==> src/rtl/iact_addr_sram_arbiter.sv <==
// Fill sequencer plus round-robin read-port arbiter for one iact address SRAM; data path is 0-latency.
// rsp_ready of the granted requester drives sram_out_ready directly, so back-pressure reaches the SRAM.
// Optional IACT_ARB_TIMEOUT_EN aborts a read that sees no sram_out_valid for TIMEOUT_CYCLES cycles.
module iact_addr_sram_arbiter #(
    parameter int NUM_REQ        = 4,
    parameter int STREAM_W       = 5,
    parameter int TIMEOUT_CYCLES = 64
) (
    input  logic                        clock,
    input  logic                        reset,
    input  logic                        fill_start,
    output logic                        fill_done,
    input  logic [NUM_REQ-1:0]          req_valid,
    input  logic [NUM_REQ*STREAM_W-1:0] req_stream,
    output logic [NUM_REQ-1:0]          req_grant,
    input  logic [NUM_REQ-1:0]          rsp_ready,
    output logic [NUM_REQ-1:0]          rsp_valid,
    output logic [6:0]                  rsp_data,
    output logic [NUM_REQ-1:0]          rsp_done,
    output logic                        rsp_err,
    output logic                        sram_write_en,
    input  logic                        sram_write_done,
    output logic                        sram_read_en,
    output logic [9:0]                  sram_read_addr,
    output logic                        sram_out_ready,
    input  logic                        sram_out_valid,
    input  logic [6:0]                  sram_out_data,
    input  logic                        sram_read_done
);
    localparam int IdxW = $clog2(NUM_REQ);

    if (NUM_REQ < 2 || NUM_REQ > 8 || STREAM_W < 1 || STREAM_W > 10 || TIMEOUT_CYCLES < 2) begin : gBadParams
        $error("iact_addr_sram_arbiter: parameter out of range");
    end

    typedef enum logic [2:0] {IDLE, FILL, ARB, READ, RELEASE} state_t;

    state_t              state, stateNext;
    logic [IdxW-1:0]     rrPtr, grantIdx, pickIdx;
    logic [STREAM_W-1:0] streamId;
    logic                fillPending, fillDone;
    logic                anyReq, timeoutHit, readEnd;
    logic [STREAM_W-1:0] reqStreams [NUM_REQ];

    for (genvar g = 0; g < NUM_REQ; g++) begin : gStreams
        assign reqStreams[g] = req_stream[g*STREAM_W +: STREAM_W];
    end

    // Walk offsets from the far end down so the requester nearest rrPtr wins.
    always_comb begin
        int              cand;
        logic [IdxW-1:0] candIdx;
        cand    = 0;
        candIdx = '0;
        pickIdx = rrPtr;
        for (int i = NUM_REQ - 1; i >= 0; i--) begin
            cand = int'(rrPtr) + i;
            if (cand >= NUM_REQ) cand = cand - NUM_REQ;
            candIdx = IdxW'(cand);
            if (req_valid[candIdx]) pickIdx = candIdx;
        end
    end

    assign anyReq = |req_valid;

`ifdef IACT_ARB_TIMEOUT_EN
    localparam int CntW = $clog2(TIMEOUT_CYCLES + 1);
    logic [CntW-1:0] stallCnt;

    always_ff @(posedge clock or posedge reset) begin
        if (reset) begin
            stallCnt <= '0;
        end else if (state != READ || sram_out_valid) begin
            stallCnt <= '0;
        end else begin
            stallCnt <= stallCnt + CntW'(1);
        end
    end

    assign timeoutHit = (state == READ) && !sram_out_valid && (stallCnt == CntW'(TIMEOUT_CYCLES - 1));
    assign rsp_err    = timeoutHit && !sram_read_done;
`else
    assign timeoutHit = 1'b0;
    assign rsp_err    = 1'b0;
`endif

    assign readEnd       = (state == READ) && (sram_read_done || timeoutHit);
    assign fill_done     = fillDone;
    assign sram_write_en = (state == FILL);

    always_ff @(posedge clock or posedge reset) begin
        if (reset) begin
            state       <= IDLE;
            rrPtr       <= '0;
            grantIdx    <= '0;
            streamId    <= '0;
            fillPending <= 1'b0;
            fillDone    <= 1'b0;
        end else begin
            state    <= stateNext;
            fillDone <= (state == FILL) && sram_write_done;
            if (stateNext == FILL) begin
                fillPending <= 1'b0;
            end else if (fill_start && (state == READ || state == RELEASE)) begin
                fillPending <= 1'b1;
            end
            if (state == ARB && stateNext == READ) begin
                grantIdx <= pickIdx;
                streamId <= reqStreams[pickIdx];
            end
            if (readEnd) begin
                rrPtr <= (grantIdx == IdxW'(NUM_REQ - 1)) ? '0 : grantIdx + IdxW'(1);
            end
        end
    end

    always_comb begin
        stateNext      = state;
        req_grant      = '0;
        rsp_valid      = '0;
        rsp_done       = '0;
        rsp_data       = '0;
        sram_read_en   = 1'b0;
        sram_read_addr = '0;
        sram_out_ready = 1'b0;
        case (state)
            IDLE:    if (fill_start) stateNext = FILL;
            FILL:    if (sram_write_done) stateNext = ARB;
            ARB: begin
                if (fillPending || fill_start) stateNext = FILL;
                else if (anyReq)               stateNext = READ;
            end
            READ: begin
                req_grant[grantIdx] = 1'b1;
                sram_read_en        = 1'b1;
                sram_read_addr      = 10'(streamId);
                sram_out_ready      = rsp_ready[grantIdx];
                // The terminating zero word arrives with sram_read_done and is not forwarded.
                rsp_valid[grantIdx] = sram_out_valid & ~sram_read_done;
                rsp_data            = sram_out_data;
                rsp_done[grantIdx]  = readEnd;
                if (readEnd) stateNext = RELEASE;
            end
            RELEASE: stateNext = ARB;
            default: stateNext = IDLE;
        endcase
    end
endmodule
==> config.mk <==
export PLATFORM = sky130hd
export DESIGN_NAME = iact_addr_sram_arbiter
export DESIGN_NICKNAME = d
export VERILOG_FILES = /design/src/rtl/iact_addr_sram_arbiter.sv
export SDC_FILE = /design/constraint.sdc
export NUM_CORES = 1
export LEC_CHECK = 0
export CORE_MARGIN = 10
export CORE_UTILIZATION = 35
export CTS_BUF_LIST = sky130_fd_sc_hd__clkbuf_4 sky130_fd_sc_hd__clkbuf_8 sky130_fd_sc_hd__clkbuf_16
export DETAILED_ROUTE_END_ITERATION = 10
export GPL_TIMING_DRIVEN = 0
export HOLD_SLACK_MARGIN = 0.12
export PLACE_DENSITY_LB_ADDON = 0.08
export SLEW_MARGIN = 25
export SYNTH_ARGS = -nofsm -noshare
export SYNTH_HDL_FRONTEND = slang
export SYNTH_SLANG_ARGS = --single-unit
export TNS_END_PERCENT = 20
==> constraint.sdc <==
create_clock -name clock -period 3.4 [get_ports clock]
set_clock_uncertainty 0.2 [all_clocks]
set_input_delay 0.34 -clock clock [delete_from_list [all_inputs] [get_ports clock]]
set_output_delay 0.34 -clock clock [all_outputs]
set_load 0.02 [all_outputs]
# After elaboration in Yosys (flattened, before gate mapping)
# Index checks and enable logic that the tools add are counted.
# Widths: inputs -> output; s select.
word_totals:
  register_bits: 14
  input_bits: 41
  output_inout_bits: 34
  elab_cells: 86
classes:
  addsub: 8
  order_cmp: 11
  n_eq_ne: 7
  muxes: 39
  bitwise_logic: 5
  reduce_logical: 10
ops:
  columns: ["cell", "count"]
  rows:
  - ["$mux 2", 9]
  - ["$lt 2x3->1 const B", 5]
  - ["$mux 3", 5]
  - ["$mux 5", 3]
  - ["$pmux 3 s5", 1]
  - ["$ge 3x3->1 const B", 4]
  - ["$mux 4", 3]
  - ["$bmux 1 s2", 5]
  - ["$bmux 5 s2", 1]
  - ["$mux 1", 10]
  - ["$eq 3x2->1 const B", 3]
  - ["$and 4x4->4", 2]
  - ["$sub 2x1->2 const B", 4]
  - ["$mux 7", 1]
  - ["$add 2x2->3 const B", 2]
  - ["$eq 3x1->1 const B", 2]
  - ["$logic_and 1x1->1", 5]
  - ["$reduce_or 4->1", 1]
  - ["$add 2x1->3 const B", 1]
  - ["$eq 3x3->1 const B", 1]
  - ["$ge 2x3->1 const B", 1]
  - ["$logic_not 3->1", 1]
  - ["$not 2->3", 1]
  - ["$add 2x1->2 const B", 1]
  - ["7 further kinds", 8]

# Logic depth before layout (Yosys ltp)
# Gate-level depths: netlist of the first run.
depth:
  depth_word: 13
  depth_mapped: 7
  depth_no_buf: 5

# Worst setup path before layout of the first run
# OpenSTA, ideal clock, no wires.
synth_timing:
  path_kind: "reg2out"
  start: "register state[2]"
  end: "output rsp_valid[0]"
  t_arrival_ns: 1.573
  required_ns: 2.860
  path_slack_ns: 1.287
  path_stages_with_launch: 6
  n_path_buf: 1
  cell_sequence: "dfrtp_1 -> nand2b_1 -> nor2_1 -> clkbuf_1 -> nand2_1 -> nor2_1"
synth_between:
  elab_chain_cells: 2
synth_lines:
  columns: ["item", "line_no", "text"]
  rows:
  - ["start: declaration", "38", "state_t state, stateNext;"]
  - ["start signal: assignment", "100", "state <= stateNext;"]
  - ["$eq 3x2->1", "126", "case (state)"]
  - ["$mux 4", "126", null]
  - ["end: declaration", "17", "output logic [NUM_REQ-1:0] rsp_valid,"]
# No other way between the ends.

# Worst setup path after layout of the first run
# Same ends and word-level chain as after synthesis.

==> out/qor.csv, run 1 <==
stage;metric;value;unit
sta;fmax;346;MHz
yosys;syn_area;1200;um2
yosys;synthArstFlopShare;100;%
outcome;outcome;completed;
sta;hold_violations;0;
setup_path;cp_max_fo;10;
yosys;synth_cell_type_count;40;
detailed_routing;drt_first_pass_iters;4;
setup_path;endpoint_kind;primary output;
clocking;ctsRootBufferMaster;clkbuf_4;
yosys;synth_enable_flop_cells;0;
floorplan;num_rows;21;
clocking;htreeDepth;1;
setup_path;critical_path_required;2.86;ns
sta;rsz0062_at_grt;no;
yosys;ys_top_cells_by_count;21 x nand2_1, 15 x and2_1, 14 x dfrtp_1, 14 x nor2_1, 13 x inv_1;
clocking;clockBufferDepth;2;
detailed_routing;routed_via_density;4.76;
placement;place_congestion;0.792;
power;peakVddDrop;244;uV
floorplan;core-area;3310;um2
global_route;grt_pass1_vias;1300;
power;powerDensity;571;nW/um2
clocking;clock-sinks;14;
global_route;grt_max_degree;15;
clocking;cts_resized;0;
cells_and_area;diodes;0;
cells_and_area;final_util;60.2;%
floorplan;die_w;78.5;um
placement;dpl.hpwl;3210;um
setup_path;crit_path_top_delay_cell;clkdlybuf4s50_1;
yosys;synth.ff_latch_count;14;
setup_path;cpMostUsedCell;nor2_1;
clocking;numCtsBuffers;3;
detailed_routing;wl_per_cell;13.4;um
global_route;grtUsageTotal;11.3;%
sta;fin_crit;2.89;ns
global_route;grt_pass1_wl;5950;um
detailed_routing;drcViolationCount;0;
yosys;synth.most_common_cell;nand2_1;
floorplan;io_pins;75;
yosys;synth.avg_cell_area;8.15;um2
sta;fin_ws;0.513;ns
setup_path;crit_path_start_kind;flop;
cells_and_area;drive_above_1_share;12.5;%
setup_path;crit_type;flop to primary output;
clocking;ctsHoldBuffers;0;
yosys;synth_top_area_share;29.2;%
cells_and_area;fillCellCount;339;
job;drv_cap;0;
sta;setup_violations;0;
detailed_routing;antenna_left;0;
yosys;ys_top_cells_by_area;dfrtp_1 29%, and2_1 7.8%, nand2_1 6.6%;
placement;numPortBuffers;68;
yosys;yosys_warnings;0;
global_route;antenna_found_initial;0;
clocking;clk_latency;0.27;ns
detailed_routing;vias;1284;
floorplan;die_h;78.5;um
placement;place_ws;0.784;ns
sta;tightest_slew;0.514;ns
sta;min_period_over_period;84.9;%
setup_path;crit_chain;nand2b_1, nor2_1, clkbuf_1, nand2_1, nor2_1, clkdlybuf4s50_1;
setup_path;arrival;2.35;ns
floorplan;die-area;6170;um2
power;power;0.00114;W
cells_and_area;area_delta_synth_final;66.2;%
clocking;cts_tree;built;
clocking;clk_pin_slew;0.09;ns
cells_and_area;final_nets;270;
sta;slew-limit-headroom;65.7;%
sta;fin_setup_tns;0;ns
hold_path;min_path_type;primary input to async pin;
yosys;synthCells;147;
detailed_routing;wl;3630;um
detailed_routing;drt-initial-drc-count;23;
setup_path;max_stage_delay;0.61;ns
yosys;synth.yosys.seq_area_share;29.2;%
power;leakagePower;0.908;nW
clocking;post_cts_buffers;0;
floorplan;initial_core_util;36.2;%
sta;drv_slew;0;
global_route;grt.overflow.total;0;
yosys;synthFlopType;dfrtp_1;
yosys;yosysTopAreaCell;dfrtp_1;
==> cell usage in the layout, fill, tap and decap left out, types with 2 or more instances in the layout <==
cell type         n
nand3_1           2
o21ai_0           3
nor2b_1           5
buf_6             2
nor2_1           14
conb_1            6
ha_1              4
o221a_2           4
clkbuf_4          3
and2_1           15
nand2b_1          4
nor3b_1           3
and3_1            6
clkbuf_1          2
a311oi_1          4
buf_4             6
inv_1            13
clkdlybuf4s50_1  68
dfrtp_1          14
a21oi_1           3
nand2_1          21
==> routing by layer <==
layer / track usage [%] / up-vias / routed length (um)
li1: - / 641 / -
met2: 18.8 / 58 / 1650
met5: 0 / - / 0
met3: 3.99 / 2 / 329
met4: 4.30 / 0 / 36
met1: 13.0 / 583 / 1620
==> kinds of logic (layout without fill, tap and decap cells) <==
group | count (synthesis) | after routing | share of synthesized area (%)
and+or+nand+nor | 76 | 76 | 33.5
AOI/OAI and AO/OA | 25 | 25 | 18.4
buffers and inverters | 24 | 96 | 10.8
DFF | 14 | 14 | 29.2
adders and majority gates | 4 | 4 | 4.18
muxes | 3 | 3 | 3.65
other | 1 | 6 | 0.313
==> through the flow <==
step                      instances  cell area (um2)  hold slack, ns
after floorplan                 152             1220          0.0292
after global placement          266             1960           0.316
after detailed placement        266             1960           0.333
after CTS                       270             1990           0.222
after global routing            270             1990           0.264
final                           270             1990           0.192
==> sequential cells by signal (all words and copies together) (netlist names) <==
| name | count |
|---|---|
| streamId | 5 |
| state | 3 |
| grantIdx | 2 |
| rrPtr | 2 |
| fillPending | 1 |
| fill_done | 1 |
==> critical path, delay by kind of cell (launching register included) <==
kind          cells  cell delay [ns]
simple gates      4             0.71
flops             1             0.42
buf+inv           2             0.94
==> final cells by class <==
type / instances / area [um2] / area share [%]
Timing Repair Buffer: 68 / 681 / 34.2
Clock buffer: 4 / 36.3 / 1.82
Multi-Input combinational cell: 114 / 738 / 37.1
Buffer: 11 / 80.1 / 4.02
Inverter: 13 / 48.8 / 2.45
Sequential cell: 14 / 350 / 17.6
Tap cell: 46 / 57.6 / 2.89
==> power breakdown <==
group	switching, W	leakage (nW)	internal (W)
clock network	0.0000524	0.0210	0.0000650
registers	0.0000678	0.171	0.000243
logic	0.000361	0.717	0.000348
total	0.000481	0.908	0.000656
==> worst paths after layout <==
path / cells after the start / startpoint / to / slack (ns)
max: 6 / state[2] / rsp_valid[0] / 0.51
min: 2 / reset / streamId[2] / 0.19
max reg2reg: 6 / rrPtr[0] / streamId[4] / 1.46
min reg2reg: 1 / state[2] / state[0] / 0.35
max in group asynchronous: 2 / reset / state[0] / 2.47
min in group clock: 1 / state[2] / state[0] / 0.35
(Power assumes the default switching activity.)
==> run 2, diff against run 1 <==
Settings changed: CORE_UTILIZATION 35 to 33.
Clock period 3.4 ns to 2.57 ns, I/O delays scaled along.
==> run 2 against run 1 <==
- via count rose by 0.93%
- cell count is the same
- die area grew 4.5%
- global-route usage shrank 0.61 points
- sequential share of layout area fell by 0.49 points
- non-clock buffer count stayed put
- worst setup slack worse by 0.37 ns
- routed wire length grew 5.0%
- critical path depth decreased by 1
- hold slack got worse by 0.083 ns
- register-to-register slack lost 0.82 ns
- clock power increased by 37%
==> out/qor.csv, run 2 (synthesis gave the netlist of run 1 again) <==
stage;metric;value;unit
outcome;outcome;completed;
clocking;clockBufferDepth;2;
detailed_routing;wl;3810;um
power;leakagePower;1.28;nW
setup_path;r2r-start;rrPtr[0];
floorplan;core-area;3420;um2
clocking;cts_tree;built;
job;drv_cap;0;
setup_path;rr_worst_depth;6;
floorplan;die_h;80.3;um
global_route;grt_pass1_wl;5820;um
setup_path;arrival;1.97;ns
cells_and_area;regMostFlops;streamId;
floorplan;die-area;6440;um2
floorplan;die_w;80.3;um
sta;fin_ws;0.143;ns
clocking;post_cts_buffers;0;
setup_path;cp_max_fo;6;
clocking;clk_pin_slew;0.09;ns
global_route;grt.overflow.total;0;
cells_and_area;drive_above_1_share;13.8;%
sta;slew-limit-headroom;65.0;%
cells_and_area;largest_reg_flops;5;
setup_path;crit_path_start_kind;flop;
clocking;numCtsBuffers;3;
global_route;antenna_found_initial;0;
placement;place_ws;0.0203;ns
setup_path;max_stage_delay;0.61;ns
cells_and_area;layout_commonest_cell;clkdlybuf4s50_1;
setup_path;crit_chain;nand2b_1, nor2_4, and2_1, nor2b_1, clkdlybuf4s50_1;
sta;fmax;412;MHz
setup_path;cp-startpoint;state[2];
sta;min_period_over_period;94.4;%
detailed_routing;routed_via_density;4.80;
detailed_routing;wl_per_cell;14.1;um
setup_path;r2r_slack;0.64;ns
placement;place_congestion;0.772;
sta;drv_slew;0;
setup_path;crit_path_top_delay_cell;clkdlybuf4s50_1;
floorplan;io_pins;75;
setup_path;crit_type;flop to primary output;
sta;tightest_slew;0.525;ns
sta;setup_violations;0;
hold_path;min_path_type;primary input to async pin;
placement;numPortBuffers;68;
sta;fin_setup_tns;0;ns
detailed_routing;drcViolationCount;0;
global_route;grt_max_degree;15;
clocking;htreeDepth;1;
cells_and_area;area_delta_synth_final;71.0;%
detailed_routing;drt-initial-drc-count;36;
cells_and_area;fillCellCount;319;
clocking;ctsHoldBuffers;0;
global_route;grtUsageTotal;10.7;%
detailed_routing;drt_first_pass_iters;4;
setup_path;crit_path_end;rsp_valid[3];
clocking;clk_latency;0.28;ns
sta;rsz0062_at_grt;no;
cells_and_area;diodes;0;
setup_path;critical_path_required;2.11;ns
cells_and_area;final_nets;270;
placement;placed_cell_area;1960;um2
clocking;ctsRootBufferMaster;clkbuf_4;
setup_path;endpoint_kind;primary output;
cells_and_area;design_area;2050;um2
sta;fin_crit;2.43;ns
cells_and_area;final_cell_mix;46 x clkdlybuf4s50_1, 21 x nand2_1, 20 x dlymetal6s2s_1;
floorplan;initial_core_util;35.1;%
clocking;clock-sinks;14;
sta;hold_violations;0;
detailed_routing;antenna_left;0;
cells_and_area;top_regs;streamId: 5 flops, state: 3 flops;
detailed_routing;vias;1296;
power;power;0.00151;W
setup_path;rr_endpoint;streamId[3];
global_route;grt_pass1_vias;1329;
power;powerDensity;738;nW/um2
power;peakVddDrop;358;uV
floorplan;num_rows;21;
placement;dpl.hpwl;3130;um
run 2: cell types whose count changed in the layout (fill, tap and decap cells not counted):
cell,before,now
clkbuf_1,2,0
buf_2,0,1
clkbuf_2,1,2
nor2_1,14,13
dlymetal6s2s_1,0,20
clkdlybuf4s50_1,68,46
nor2_4,0,1
dlygate4sd2_1,0,2
run 2: how the worst min path moves through the flow:
stage,start,to,slack (ns),cells after the start
detailed placement,state[2],state[0],0.32,1
finish,reset,fill_done,0.11,2
global route,reset,fill_done,0.18,2
floorplan,reset,fillPending,-0.05,1
global placement,state[2],state[0],0.32,1
CTS,reset,state[0],0.14,2
run 2: critical path: cells and delay by family, from the launching register on:
| kind | cells | cell delay [ns] |
|---|---|---|
| and+or+nand+nor | 4 | 0.66 |
| buffers and inverters | 1 | 0.61 |
| DFF | 1 | 0.42 |
run 2: layout make-up:
cell class,count,area (um2),share of cell area [%]
Buffer,11,82.6,4.03
Timing Repair Buffer,68,728,35.5
Multi-Input combinational cell,114,746,36.4
Tap cell,46,57.6,2.81
Sequential cell,14,350,17.1
Clock buffer,4,36.3,1.77
Inverter,13,48.8,2.38
run 2: what timing repair did:
action,4_1_cts,5_1_grt
setup endpoints to repair,24,20
endpoints found under the hold margin,0,0
gates resized for setup,6,21
run 2: power breakdown:
group,internal (W),switching [W]
Sequential,0.000321,0.0000891
Combinational,0.000454,0.000490
Clock,0.0000861,0.0000738
Total,0.000861,0.000653
run 2: per-stage QoR:
step	utilization (%)	hold WS, ns	std cells
4_1_cts	58.5	0.136	270
2_1_floorplan	-	-0.0538	152
5_1_grt	60.0	0.182	270
3_3_place_gp	57.3	0.316	266
6_report	60.0	0.109	270
3_5_place_dp	57.3	0.322	266
run 2: routing by layer:
layer / GRT usage, % / wire (um) / share of wire, %
met5: 0 / 0 / 0
met4: 4.23 / 46 / 1.2
met3: 3.23 / 357 / 9.4
met2: 17.9 / 1690 / 45
met1: 12.5 / 1710 / 45
